<file path="src/rtl/bitwise_pkg.sv">
// Shared types and constants for the registered bitwise logic stage.
package bitwise_pkg;

    localparam int WIDTH_DEFAULT = 32;

    typedef enum logic [1:0] {
        OP_AND  = 2'b00,
        OP_NAND = 2'b01,
        OP_NOR  = 2'b10,
        OP_RSVD = 2'b11
    } op_e;

endpackage

</file>
<file path="src/rtl/bitwise_gate_bank.sv">
// Combinational per-bit gate bank producing AND, NAND and NOR vectors of two operands.
module bitwise_gate_bank #(
    parameter int WIDTH = bitwise_pkg::WIDTH_DEFAULT
) (
    input  logic [WIDTH-1:0] a,
    input  logic [WIDTH-1:0] b,
    output logic [WIDTH-1:0] and_vec,
    output logic [WIDTH-1:0] nand_vec,
    output logic [WIDTH-1:0] nor_vec
);

    // Each bit is independent: no carries or cross-bit terms.
    for (genvar i = 0; i < WIDTH; i++) begin : g_bit
        assign and_vec[i]  = a[i] & b[i];
        assign nand_vec[i] = ~(a[i] & b[i]);
        assign nor_vec[i]  = ~(a[i] | b[i]);
    end

endmodule

</file>
<file path="src/rtl/bitwise_nand_nor_unit.sv">
// Single-cycle registered AND/NAND/NOR stage with zero, all-ones and reserved-op status.
module bitwise_nand_nor_unit
    import bitwise_pkg::*;
#(
    parameter int WIDTH = WIDTH_DEFAULT
) (
    input  logic             clk,
    input  logic             rst_n,
    input  logic             in_valid,
    input  logic [WIDTH-1:0] a,
    input  logic [WIDTH-1:0] b,
    input  logic [1:0]       op,
    output logic             out_valid,
    output logic [WIDTH-1:0] out,
    output logic             zero,
    output logic             all_ones,
    output logic             op_err
);

    // Handshake: in_valid qualifies a/b/op at a rising edge; out_valid is high for
    // exactly the cycle after each such edge. There is no ready, so nothing stalls.
    logic [WIDTH-1:0] and_vec;
    logic [WIDTH-1:0] nand_vec;
    logic [WIDTH-1:0] nor_vec;
    logic [WIDTH-1:0] result;
    logic             result_err;
    logic             result_zero;
    logic             result_ones;

    bitwise_gate_bank #(.WIDTH(WIDTH)) u_gate_bank (
        .a        (a),
        .b        (b),
        .and_vec  (and_vec),
        .nand_vec (nand_vec),
        .nor_vec  (nor_vec)
    );

    always_comb begin
        result     = '0;
        result_err = 1'b0;
        case (op_e'(op))
            OP_AND:  result = and_vec;
            OP_NAND: result = nand_vec;
            OP_NOR:  result = nor_vec;
            default: result_err = 1'b1;
        endcase
    end

    // Reserved op yields a zero result, so the flags fall out naturally.
    assign result_zero = (result == '0);
    assign result_ones = (result == '1);

    always_ff @(posedge clk or negedge rst_n) begin
        if (!rst_n) begin
            out_valid <= 1'b0;
            out       <= '0;
            zero      <= 1'b0;
            all_ones  <= 1'b0;
            op_err    <= 1'b0;
        end else begin
            out_valid <= in_valid;
            if (in_valid) begin
                out      <= result;
                zero     <= result_zero;
                all_ones <= result_ones;
                op_err   <= result_err;
            end
        end
    end

endmodule

</file>
<file path="config.mk">
export PLATFORM = sky130hd
export DESIGN_NAME = bitwise_nand_nor_unit
export DESIGN_NICKNAME = d
export VERILOG_FILES = /design/src/rtl/bitwise_pkg.sv /design/src/rtl/bitwise_gate_bank.sv /design/src/rtl/bitwise_nand_nor_unit.sv
export SDC_FILE = /design/constraint.sdc
export NUM_CORES = 1
export LEC_CHECK = 0
export BUFFER_PORTS_ARGS = -buffer_cell sky130_fd_sc_hd__buf_2
export CORE_UTILIZATION = 44
export DETAILED_ROUTE_END_ITERATION = 10
export GPL_ROUTABILITY_DRIVEN = 0
export PLACE_DENSITY = 0.76
export SLEW_MARGIN = 5
export SYNTH_ARGS = -nofsm -noshare
export SYNTH_HDL_FRONTEND = slang
export SYNTH_HIERARCHICAL = 1
export SYNTH_SLANG_ARGS = --single-unit
</file>
<file path="constraint.sdc">
create_clock -name clk -period 0.8 [get_ports clk]
set_input_delay 0 -clock clk [delete_from_list [all_inputs] [get_ports clk]]
set_output_delay 0 -clock clk [all_outputs]
set_load 0.05 [all_outputs]
</file>
==> results.yml <==
grt:
  antenna_found_initial: 0
  grt_max_degree: 39
  overflow: 0
  grt_usage_pct: 28.59
  grt_pass1_vias: 2920
  grt_pass1_wl_um: 13920
clocking:
  cts_root_buf: "clkbuf_8"
  clock-sinks: 36
  clk_transition_reported_paths_ps: 80
  numCtsBuffers: 5
  cts_tree: "done"
  htreeDepth: 2
  worst_skew_pair.late_latency_ps: 290
  clockBufferDepth: 2
synth:
  synth_fa_ha_area_share_pct: 0
  synth_cells: 314
  yosys.area_share.simple_pct: 26.68
  synth_area_sq_mm: 0.002640
  yosysSeqAreaShare_pct: 34.12
  synth_compound_area_share_pct: 12.94
  synth_top_family_by_area: "simple AND/OR/NAND/NOR gates"
  syn_nets: 383
  yosys_warnings: 6
  synth_area_per_cell_sq_um: 8.408
  synthMuxAreaShare_pct: 19.76
  synth_seq_cells: 36
  synth_xor_area_share_pct: 0
  yosysUniqueCellTypes: 28
critical_path:
  reg2regPathDepth: 3
  startpoint_type: "input pin"
  crit_chain: "buf_12 -> buf_8 -> mux2_4 -> mux2i_4 -> buf_4 -> nor4_2 -> nand4_1 -> nor4_2 -> mux2_4"
  critPathMaxStageDelay_ps: 290
  required_ps: 1040
  worstPathMaxFanout: 7
  cp-end-kind: "flip-flop"
  arrival_ps: 1590
  crit_type: "input pin to flip-flop"
  cpMaxStageDelayCell: "nor4_2"
detailed_routing:
  routed_via_density: 5.559
  drc: 0
  drt_pass1_iterations: 5
  wl_um: 9081
  vias: 2991
  ant_nets: 0
  wl_per_cell_um: 16.88
  drtIter0Drc: 152
cells_and_area:
  drive_above_1_share_pct: 57.08
  antenna_cells: 0
  num-nets-final: 534
  area_growth_pct: 71.56
timing:
  hold_ws_ps: 138.7
  hold_viol_final: 0
  final.setup.worst_slack_ps: -550.7
  rsz0062_at_grt: "yes"
  tightest_slew_ps: 444.4
  skew_ps: 0
  final.period_utilization_pct: 168.8
  setup_viol: 46
  slew_headroom_pct: 70.37
  fmax_mhz: 740.4
  finalCriticalPeriod_ps: 1351
  drv_slew: 0
pwr:
  power_density_mw_per_mm2: 1570
  power_w: 0.007110
  p_leak_nw: 2.075
  ir_worst_vdd_v: 0.001004
die:
  die_area_sq_mm: 0.006314
  dieWidth_um: 79.46
  start_util_pct: 46.80
  rows: 27
  pin_count: 105
  die_h_um: 79.46
  core_area_sq_mm: 0.005642
outcome:
  status: "finished, violations left"
  violations: "negative setup slack"
worst_hold_path:
  hp-class: "input pin to flip-flop"
  min_delay_path_depth: 4
flow_run:
  maxCapViolCount: 0
place:
  io_buffer_count: 104
  hpwl_um: 5531
-- repair_timing --
item                       CTS  global route
hold endpoints to repair    36             0
hold buffers                 1             0
setup endpoints to repair   69            54
cloned                       1             1
buffers inserted             9            11
resized for setup          130            37
pin swaps                   11             4
-- report_power, final --
part           total, W  internal (W)  switching, W
Sequential      0.00220       0.00204      0.000165
Clock           0.00182       0.00110      0.000723
Combinational   0.00308       0.00139       0.00169
-- logic make-up after synthesis --
logic type             count (synthesis)
AOI/OAI and AO/OA                     52
DFF                                   36
buffers and inverters                 30
muxes                                 50
and+or+nand+nor                      146
-- worst paths after layout --
check / start / to / slack, ps
max: op[1] / all_ones / -550
min: b[7] / out[7] / 140
max reg2reg: out[28] / out[28] / -30
min reg2reg: out[6] / out[6] / 540
max in group asynchronous: rst_n / out[15] / 390
min in group asynchronous: rst_n / out[9] / 200
-- cell usage in the layout (no fill, tap or decap), types with 4 or more instances in the layout --
cell       instances
mux2i_2            4
nand2_1           42
nand2_2            4
mux2i_4           10
a21oi_1           11
mux2_4             7
a2bb2oi_2         11
o22ai_1            9
buf_4             35
o21ai_2            6
clkbuf_8           7
nor2_1            45
buf_6             52
buf_2             63
nand4_1            8
nor4_2             6
mux2_2            10
and2_1            32
inv_1             13
buf_12             6
mux2i_1           19
dfrtp_1           11
dfrtp_2           25
-- area by class of cell --
cell class / count / area [sq um]
multi-input combinational: 248 / 1967
timing repair buffer: 160 / 1361
fill: 308 / 1112
sequential: 36 / 932.1
clock buffer: 7 / 96.34
tap: 72 / 90.09
inverter: 14 / 52.55
clock inverter: 1 / 30.03
-- state kept, by name, indices dropped and copies added (netlist names) --
| signal | cells |
|---|---|
| out_valid | 1 |
| all_ones | 1 |
| zero | 1 |
| out | 32 |
| op_err | 1 |
-- critical path: cells and delay by family --
| kind | cells | cell delay, ps |
|---|---|---|
| muxes | 3 | 470 |
| and+or+nand+nor | 3 | 730 |
| buffers and inverters | 3 | 390 |
-- synthesized netlist by cell type --
cell | instances | area, sq um
nor2_1 | 47 | 176.4
nand2_1 | 46 | 172.7
dfrtp_1 | 36 | 900.9
and2_1 | 33 | 206.5
mux2i_1 | 33 | 330.3
a21oi_1 | 14 | 70.07
inv_1 | 14 | 52.55
mux2_2 | 14 | 157.7
a2bb2oi_1 | 13 | 113.9
o22ai_1 | 11 | 68.82
nand4_1 | 8 | 50.05
clkbuf_1 | 7 | 26.28
o21ai_0 | 7 | 35.03
nor4_1 | 5 | 31.28
buf_6 | 4 | 45.04
nor4b_1 | 4 | 35.03
buf_4 | 3 | 22.52
mux2_1 | 3 | 33.78
o21ai_1 | 3 | 15.01
a2bb2oi_2 | 1 | 15.01
a41oi_1 | 1 | 8.760
buf_12 | 1 | 20.02
buf_2 | 1 | 5.000
nor2b_4 | 1 | 13.76
nor4_2 | 1 | 12.51
o211ai_1 | 1 | 7.510
o21a_1 | 1 | 7.510
or3_1 | 1 | 6.260
-- through the flow --
stage	setup TNS (ps)	instance area [sq um]	cells	utilization (%)	setup WS, ps
after detailed placement	-17870	3517	510	62.34	-1034
after global placement	-16490	3517	510	62.34	-958.0
after global routing	-5930	4529	538	80.28	-615.6
after CTS	-4145	4268	528	75.65	-448.4
final	-4682	4529	538	80.28	-550.7
after floorplan	-3777	2793	314	-	-562.9
-- routing by layer --
layer,vias up,global-route usage [%],part of all wire [%]
met5,-,0,0
li1,1400,-,-
met4,0,9.818,1.9
met2,136,49.66,51
met3,21,6.514,7.1
met1,1434,34.44,40
No activity file was read; power rests on OpenSTA's default activity.
